## src/rtl/cpu_run_ctrl.sv

```systemverilog
// cpu_run_ctrl: run/step controller for the single-cycle datapath.
// Turns the run switch and the step button into a datapath clock-enable.
// The datapath can free-run, halt, or advance one instruction per press.
// It also drives the register-view index and counts executed instructions.
// Build option AUTO_SCAN_EN: while halted with auto_scan=1, the view index
// steps through the registers on its own, one step every SCAN_CYCLES cycles.

// Per-input conditioner: 2-flop synchronizer followed by a level debouncer.
module cpu_run_ctrl_db #(
  parameter int DB_CYCLES = 250000
) (
  input  logic clk,
  input  logic rst,
  input  logic raw,
  output logic level
);
  localparam int CW = (DB_CYCLES < 2) ? 1 : $clog2(DB_CYCLES + 1);

  logic          s1, s2;
  logic [CW-1:0] cnt;

  // bring the raw input into the clk domain
  always_ff @(posedge clk or posedge rst) begin
    if (rst) begin
      s1 <= 1'b0;
      s2 <= 1'b0;
    end else begin
      s1 <= raw;
      s2 <= s1;
    end
  end

  // the level flips only after DB_CYCLES back-to-back samples disagree with it
  always_ff @(posedge clk or posedge rst) begin
    if (rst) begin
      cnt   <= '0;
      level <= 1'b0;
    end else if (s2 == level) begin
      cnt <= '0;
    end else if (cnt == CW'(DB_CYCLES - 1)) begin
      cnt   <= '0;
      level <= s2;
    end else begin
      cnt <= cnt + 1'b1;
    end
  end
endmodule

module cpu_run_ctrl #(
  parameter int DB_CYCLES   = 250000,
  parameter int SCAN_CYCLES = 50000000,
  parameter int VIEW_W      = 5,
  parameter int CNT_W       = 16
) (
  input  logic              clk,
  input  logic              rst,
  input  logic              run_sw,
  input  logic              step_btn,
  input  logic [VIEW_W-1:0] view_sel,
  input  logic              auto_scan,
  output logic              cpu_ce,
  output logic              halted,
  output logic [VIEW_W-1:0] view,
  output logic [CNT_W-1:0]  instr_count
);
  typedef enum logic [1:0] {HALT, RUN, STEP, WAIT} state_t;

  // Input 1 is the run switch and input 0 is the step button.
  logic [1:0] raw, lvl;
  logic       run_db, step_db, step_prev, step_req;
  state_t     state, state_nx;

  assign raw = {run_sw, step_btn};

  genvar gi;
  generate
    for (gi = 0; gi < 2; gi++) begin : g_in
      cpu_run_ctrl_db #(.DB_CYCLES(DB_CYCLES)) u_db (
        .clk   (clk),
        .rst   (rst),
        .raw   (raw[gi]),
        .level (lvl[gi])
      );
    end
  endgenerate

  assign run_db   = lvl[1];
  assign step_db  = lvl[0];
  assign step_req = step_db & ~step_prev;

  // remember the last debounced step level for edge detection
  always_ff @(posedge clk or posedge rst) begin
    if (rst) step_prev <= 1'b0;
    else     step_prev <= step_db;
  end

  // state register; an async reset drops cpu_ce immediately through the decode
  always_ff @(posedge clk or posedge rst) begin
    if (rst) state <= HALT;
    else     state <= state_nx;
  end

  // next state, with outputs decoded purely from the registered state
  always_comb begin
    state_nx = state;
    cpu_ce   = 1'b0;
    halted   = 1'b1;
    case (state)
      HALT: begin
        if (run_db)        state_nx = RUN;
        else if (step_req) state_nx = STEP;
      end
      RUN: begin
        cpu_ce = 1'b1;
        halted = 1'b0;
        if (!run_db) state_nx = HALT;
      end
      STEP: begin
        cpu_ce   = 1'b1;
        state_nx = WAIT;
      end
      WAIT: begin
        // a held button parks here, so it gives exactly one step
        if (run_db)        state_nx = RUN;
        else if (!step_db) state_nx = HALT;
      end
      default: state_nx = HALT;
    endcase
  end

  // count every cycle in which the datapath advanced; this wraps naturally
  always_ff @(posedge clk or posedge rst) begin
    if (rst)         instr_count <= '0;
    else if (cpu_ce) instr_count <= instr_count + 1'b1;
  end

`ifdef AUTO_SCAN_EN
  localparam int TW = (SCAN_CYCLES < 2) ? 1 : $clog2(SCAN_CYCLES + 1);
  logic [TW-1:0] scan_tmr;

  // In auto-scan, view is its own counter and starts from the current index.
  // Otherwise view tracks the switches and the timer is cleared.
  always_ff @(posedge clk or posedge rst) begin
    if (rst) begin
      scan_tmr <= '0;
      view     <= '0;
    end else if (halted && auto_scan) begin
      if (scan_tmr == TW'(SCAN_CYCLES - 1)) begin
        scan_tmr <= '0;
        view     <= view + 1'b1;
      end else begin
        scan_tmr <= scan_tmr + 1'b1;
      end
    end else begin
      scan_tmr <= '0;
      view     <= view_sel;
    end
  end
`else
  logic unused_auto_scan;
  assign unused_auto_scan = auto_scan;

  // register the manual view select
  always_ff @(posedge clk or posedge rst) begin
    if (rst) view <= '0;
    else     view <= view_sel;
  end
`endif
endmodule

```

## config.mk

```make
export PLATFORM = sky130hd
export DESIGN_NAME = cpu_run_ctrl
export DESIGN_NICKNAME = d
export VERILOG_FILES = /design/src/rtl/cpu_run_ctrl.sv
export SDC_FILE = /design/constraint.sdc
export NUM_CORES = 1
export LEC_CHECK = 0
export CORE_UTILIZATION = 50
export CTS_CLUSTER_DIAMETER = 40
export CTS_CLUSTER_SIZE = 25
export DETAILED_ROUTE_END_ITERATION = 16
export PLACE_DENSITY = 0.73
export SYNTH_ARGS = -nofsm -noshare
export SYNTH_HDL_FRONTEND = slang
export SYNTH_HIERARCHICAL = 1
export SYNTH_SLANG_ARGS = --single-unit
export TNS_END_PERCENT = 50
```

## constraint.sdc

```tcl
create_clock -name clk -period 3.5 [get_ports clk]
set_input_delay 0.7 -clock clk [delete_from_list [all_inputs] [get_ports clk]]
set_output_delay 0.7 -clock clk [all_outputs]
set_load 0.03 [all_outputs]
```

**Yosys cells after proc, flatten, opt, wreduce, memory -nomap -nowiden**

Index checks and enable logic that the tools add are counted.

- Add/sub/neg operators: 3
- Eq/ne operators: 10
- Muxes and demuxes: 12
- Bitwise gates (word level): 4
- Reduce and logical (&&, ||, !) cells: 5

Operators with widths:

| operator | count |
|---|---|
| $mux 18 | 4 |
| $add 18x1->18 const B | 2 |
| $eq 18x18->1 const B | 2 |
| $add 16x1->16 const B | 1 |
| $mux 2 | 5 |
| $pmux 2 s4 | 1 |
| $ne 3x2->1 const B | 2 |
| $eq 2x2->1 const B | 2 |
| $reduce_and 2->1 | 2 |
| $not 1->1 | 3 |
| $reduce_and 3->1 | 1 |
| $eq 1x1->1 | 2 |
| $eq 2x1->1 const B | 1 |
| $logic_not 2->1 | 1 |
| $mux 1 | 2 |
| $ne 2x2->1 const B | 1 |
| $reduce_or 2->1 | 1 |
| $and 1x1->1 | 1 |

- Register bits: 66
- Output and inout bits: 23
- Word-level logic and storage cells: 46

**Logic depth before layout (Yosys ltp)**

- Depth in word-level cells: 5
- Gate-level depth with buffers: 6

**By module**

Netlist, hierarchy kept.

By module, submodules not included:

| module | times used | cells an instance | area each (µm²) |
|---|---|---|---|
| cpu_run_ctrl_db | 2 | 95 | 1012.2 |
| cpu_run_ctrl | 1 | 86 | 1053.5 |

**Worst setup path after synthesis**

Ideal clock, no wire load.

- Kind: reg-to-reg
- Start point: reg state[0]
- End point: reg instr_count[10]
- Library setup time: 0.134 ns
- Arrival: 1.670 ns
- Data required time: 3.366 ns
- Setup slack: 1.697 ns
- Cell stages (with the launch flop): 7
- Path buffers: 0
- Period minus slack after synthesis: 1.803 ns
- Cell sequence: dfrtp_1 inv_1 ha_1 nand4_1 nor2_2 nand4_1 xnor2_1

- Longest elaborated chain between the ends: 3
- Elaborated cells on any way between the ends: 4
- Classes of those cells: eq/ne: 2; mux: 1; reduce/logical: 1

Ends and longest elaborated chain:

| item | line | source |
|---|---|---|
| start: declaration | 71 | `state_t state, state_nx;` |
| start signal: assignment | 100 | `else state <= state_nx;` |
| $eq 2x1->1 / $eq 2x2->1 (equally long branches) | 108 | `case (state)` |
| $reduce_or 2->1 (no source line) (*) | n/a |  |
| $mux 1 (*) | 108 |  |
| via cpu_ce | 61 | `output logic cpu_ce,` |
| end signal: assignment | 134 | `else if (cpu_ce) instr_count <= instr_count + 1'b1;` |
| end: declaration | 64 | `output logic [CNT_W-1:0] instr_count` |

Mark *: on every way through the listed nets, which the timed path passes. The rest lies on a longest branch.
A chain may end at the register's enable or synchronous reset.

**Worst setup path in the final report**

- Start point: reg state[0]
- End point: out cpu_ce

- Longest elaborated chain between the ends: 3
- Elaborated cells on any way between the ends: 4
- Classes of those cells: eq/ne: 2; mux: 1; reduce/logical: 1

Ends and longest elaborated chain:

| item | line |
|---|---|
| $eq 2x1->1 / $eq 2x2->1 (equally long branches) | 108 |
| $reduce_or 2->1 (no source line) (*) | n/a |
| $mux 1 (*) | 108 |
| end: declaration | 61 |

Every way passes the cells marked *; elsewhere a longest branch is shown, timed or not.

==> summary.md <==
| Metric | Value |
|---|---|
| Slowest CP cell | clkdlybuf4s50_1 |
| Status | complete, no violations |
| Vias in the first global route | 2041 |
| Critical path type | reg -> out |
| Critical path capture point | cpu_ce |
| Wire length of the first global-routing pass | 9.03 mm |
| Core area | 5920 um^2 |
| Final Cycle Share | 0.762 |
| WP buf/inv | 2 |
| Filler Cell Count | 477 |
| Seq/Total Area, Yosys | 0.537 |
| WP data arrival | 1.97 ns |
| Worst Path Max Fanout | 7 |
| Total clock sinks | 66 |
| Post-route DRC | 0 |
| Post-synthesis area per instance | 11.2 um^2 |
| Endpoints failing setup | 0 |
| Layout cells sized above 1 | 0.0975 |
| Clock tree buffer depth | 2 |
| Post-synthesis cell area | 3080 um^2 |
| Area contributors post-synth | dfrtp_1 54%, xor2_1 6.8%, xnor2_1 6.0% |
| FF-to-FF Start | g_in[0].u_db/cnt[11]$_DFF_PP0_ |
| Antenna violations before repair | 0 |
| Routability cong. | 0.812 |
| 1st-iter DRT viols | 51 |
| Initial Util | 0.520 |
| Netlist cell types | 31 |
| Maxcap violations | 0 |
| Startpoint types | flop |
| Post-layout min period | 2.67 ns |
| Largest area contributor in the netlist | dfrtp_1 |
| CP peak stage delay | 0.72 ns |
| Antenna Nets Post-Route | 0 |
| I/O Buffers | 31 |
| Final Util | 0.614 |
| TritonCTS buffer count | 9 |
| Syn. warnings | 6 |
| Clock root cell | clkbuf_8 |
| Worst VDD drop | 323 uV |
| Hold_buf cts | 0 |
| Setup TNS | 0 ns |
| Synth Flop Type | dfrtp_1 |
| Via count | 2098 |
| Fin. max-slew vios | 0 |
| Power, Total | 0.00145 W |
| DIE HEIGHT | 80.5 um |
| Setup Fix Bufs, Post-CTS | 0 |
| Number of flops mapped to enable cells by yosys | 0 |
| Wirelength, routed | 5.43 mm |
| Placed cell area | 3450 um^2 |
| Hold slack | 0.352 ns |
| Tot GR Track Use | 0.190 |
| CTS resizes | 0 |
| Fmax | 0.375 GHz |
| Post-synthesis async set-or-reset flop share | 1.00 |
| Clock-pin slew on the worst setup and hold paths | 0.06 ns |
| Num rows | 28 |
| I/O pins | 33 |
| First-pass DRT Iterations | 6 |
| H-tree lvl count | 3 |
| Reg2Reg Capture Point | g_in[0].u_db/cnt[11]$_DFF_PP0_ |
| Hold Vio Cnt, Final | 0 |
| Area delta synth->final | 18.1% |
| Seq cells post-synth | 66 |
| Worst min path class | reg -> reg |
| Largest net degree at the start of global routing | 25 |
| Slew at the pin closest to its max-slew limit | 0.997 ns |
| Most frequent cell after synthesis | dfrtp_1 |
| Worst path depth | 3 |
| Die ar. | 6470 um^2 |
| WL per Instance | 13.8 um |
| CTS tree | done |
| R2R setup slack | 1.32 ns |
| Commonest cells post-synth | 66 x dfrtp_1, 36 x nor2_1, 24 x xor2_1 |
| Final setup skew | 0.0115 ns |
| CP cell instances | inv_1, ha_1, clkdlybuf4s50_1 |
| Synth top area share | 0.537 |
| Worst setup EP type | output port |
| Total grt overflow | 0 |
| Clock Latency Late Sink | 0.34 ns |
| # diodes | 0 |
| Unrepaired setup endpoints after global routing | no |
| R2R depth | 3 |
| Worst EP required | 2.80 ns |
| # nets final | 332 |
| Vias/cell | 5.34 |
| Die width | 80.5 um |
| Cell Pwr Density | 399 nW/um^2 |
| Slew HR | 0.333 |
| Post-Synthesis Cells | 276 |
| Critical path startpoint | state[0]$_DFFE_PP0P_ |
| DP HPWL | 3.78 mm |
| Crit path max-delay family | buffers and inverters |
| Leakage power | 1.62 nW |
| Final instance area | 3630 um^2 |
| Synth Net Count | 294 |
==> worst register-to-register path, cell delays in order, from the launching register on <==
cell,delay (ns)
dfrtp_1,0.42
or4_4,0.58
o41ai_4,0.89
nor2_1,0.14
==> kinds of logic (layout without fill, tap and decap cells) <==
logic type      count (synthesis)  in the layout  synth area share
xor+xnor                       45             45             0.128
simple gates                  120            120             0.216
mux                             5              5            0.0183
buf+inv                        17             59            0.0264
compound gates                 15             15            0.0419
flops                          66             66             0.537
fa+ha+maj                       8              8            0.0325
==> worst min-delay path by stage <==
stage                                   start                   endpoint  slack (ns)  cells past startpoint
floorplan           g_in[0].u_db/s1$_DFF_PP0_  g_in[0].u_db/s2$_DFF_PP0_        0.33                      0
global placement    g_in[0].u_db/s1$_DFF_PP0_  g_in[0].u_db/s2$_DFF_PP0_        0.33                      0
detailed placement  g_in[0].u_db/s1$_DFF_PP0_  g_in[0].u_db/s2$_DFF_PP0_        0.34                      0
CTS                 g_in[0].u_db/s1$_DFF_PP0_  g_in[0].u_db/s2$_DFF_PP0_        0.35                      0
global route        g_in[1].u_db/s1$_DFF_PP0_  g_in[1].u_db/s2$_DFF_PP0_        0.36                      0
finish              g_in[0].u_db/s1$_DFF_PP0_  g_in[0].u_db/s2$_DFF_PP0_        0.35                      0
==> sequential cells by signal, indices dropped and copies added (netlist names) <==
name,count
g_in.u_db/s2,2
instr_count,16
g_in.u_db/s1,2
g_in.u_db/cnt,36
step_prev,1
g_in.u_db/level,2
view,5
state,2
==> placed cells by master (no fill, tap or decap), types with 5 or more instances in the layout <==
master / n
and4_1: 6
clkdlybuf4s50_1: 31
o21ai_0: 5
nand3_1: 17
a21oi_1: 5
and3_1: 5
xor2_1: 24
dfrtp_1: 66
inv_1: 13
nor4_1: 5
ha_1: 8
mux2_2: 5
nand2_1: 15
clkbuf_8: 10
nor2_1: 36
nand4_1: 14
xnor2_1: 21
==> final cells by class <==
cell class                 count  area (um^2)  area share
sequential                    66         1650       0.454
multi-input combinational    193         1350       0.370
timing repair buffer          31          310      0.0854
clock buffer                  12          145      0.0399
tap                           75         93.8      0.0258
inverter                      13         48.8      0.0134
clock inverter                 3         40.0      0.0110
==> metrics by stage <==
step	worst slack, ns	cells
after floorplan	1.70	276
after global placement	1.19	378
after detailed placement	1.17	378
after CTS	0.813	393
after global routing	0.725	393
final	0.834	393
==> metal layers <==
layer | part of all wire | GRT usage
met1 | 0.45 | 0.225
met2 | 0.48 | 0.303
met3 | 0.034 | 0.0534
met4 | 0.029 | 0.121
met5 | 0 | 0
==> power by group <==
part,switching (W),internal (W),total [W]
Clock,0.000271,0.000343,0.000613
Combinational,0.0000352,0.0000206,0.0000558
Sequential,0.00000778,0.000774,0.000781
Total,0.000314,0.00114,0.00145
No activity file was read; power rests on OpenSTA's default activity.
==> variant, RTL diff (same settings) <==
Encoding of `state_t`: now one-hot (4 bits for 4 states).
--- a/src/rtl/cpu_run_ctrl.sv
+++ b/src/rtl/cpu_run_ctrl.sv
@@ -63,7 +63,7 @@
   output logic [VIEW_W-1:0] view,
   output logic [CNT_W-1:0]  instr_count
 );
-  typedef enum logic [1:0] {HALT, RUN, STEP, WAIT} state_t;
+  typedef enum logic [3:0] {HALT = 4'b0001, RUN = 4'b0010, STEP = 4'b0100, WAIT = 4'b1000} state_t;
 
   // Input 1 is the run switch and input 0 is the step button.
   logic [1:0] raw, lvl;
Behaviour: no difference found for any inputs over 10 cycles, from zero or initial values and one cycle with rst high; not proved beyond that.
==> variant against the original RTL <==
- count of clock-buffer cells in the layout fell by 1
- area after synthesis rose by 2.6%
- worst setup slack got worse by 0.21 ns
- cell area rose by 1.3%
- sequential cell count rose by 2
- total power fell by 1.6%
- sequential share of layout area rose by 0.82 points
- global-route usage fell by 0.61 points
- clock skew fell by 0.00053 ns
- wire length fell by 0.22%
- utilization rose by 0.055 points
==> variant: results (changes against the original RTL) <==
* Mapped Nets at 295 (+0.34%)
* Sw Share at 0.225 (+0.00909)
* Synth top cells by count: dfrtp_1, nor2_1, xor2_1, xnor2_1, nand3_1
* DRT iter0 DRCs at 118 (+130%)
* Post-Synth XOR/XNOR Area at 0.133 (+0.00473)
* Post-synth cell types at 37 (+19%)
* First-pass GRT wire length at 9140 µm (+1.2%)
* Worst hold path startpoint: g_in[1].u_db/s1
* Post-DP HPWL at 3720 µm (-1.6%)
* Final RePlAce weighted congestion at 0.789 (-2.8%)
* Clock Skews at 0.0110 ns (-0.000534 ns)
* Status: finished, final reports clean
* Vias per cell at 5.54 (+3.8%)
* Adder-cell share of the synthesized area at 0.0119 (-0.0206)
* Worst-Margin Slew at 0.961 ns (-0.0362 ns)
* CP max FO at 9 (+2)
* Part of the Yosys area used for sequential elements at 0.539 (+0.00285)
* Via count of the first global-routing pass at 2049 (+0.39%)
* Post-layout net count at 330 (-0.60%)
* WP data arrival at 2.18 ns (+0.21 ns)
* Detailed Route WL at 5410 µm (-0.22%)
* Met1 usage at 0.240 (+0.0154)
* Synth Area in Compound Gates at 0.0484 (+0.00649)
* Dominant cells by area after synthesis: dfrtp_1, xor2_1, xnor2_1
* Total GRT Usage at 0.184 (-0.00605)
* Met3 usage at 0.0378 (-0.0156)
variant: cell count changes after synthesis, moves of 2 or more:
cell and change:
inv_1 -6, ha_1 -5, and4_1 +3, mux2_2 -2, nand3_1 +2, nand3_2 -2
nor2_1 +2, nor2_2 -2, nor3_1 +2
variant: per-layer routing:
| metal | wire length (µm) | vias up | share of wire |
|---|---|---|---|
| li1 | - | 1057 | - |
| met1 | 2600 | 1071 | 0.48 |
| met2 | 2460 | 56 | 0.46 |
| met3 | 257 | 11 | 0.047 |
| met4 | 95 | 0 | 0.018 |
| met5 | 0 | - | 0 |
variant: per-stage QoR:
| stage | setup slack (ns) | utilization | hold slack (ns) | instances | area [µm²] |
|---|---|---|---|---|---|
| 3_5_place_dp | 0.994 | 0.585 | 0.337 | 381 | 3500 |
| 6_report | 0.623 | 0.614 | 0.349 | 396 | 3680 |
| 5_1_grt | 0.516 | 0.614 | 0.364 | 396 | 3680 |
| 3_3_place_gp | 1.00 | 0.585 | 0.334 | 381 | 3500 |
| 2_1_floorplan | 1.48 | - | 0.331 | 282 | 3160 |
| 4_1_cts | 0.620 | 0.614 | 0.352 | 396 | 3680 |
variant: area by class of cell:
| type | count | area [µm²] |
|---|---|---|
| clock buffer | 11 | 151 |
| clock inverter | 4 | 25.0 |
| fill | 481 | 2310 |
| inverter | 7 | 26.3 |
| multi-input combinational | 200 | 1370 |
| sequential | 68 | 1700 |
| tap | 75 | 93.8 |
| timing repair buffer | 31 | 310 |
variant: worst max-delay path, stage by stage, from the launching register on:
cell and delay [ns]:
dfrtp_1 0.47, or2_4 0.30, nor2_1 0.33, clkdlybuf4s50_1 0.74
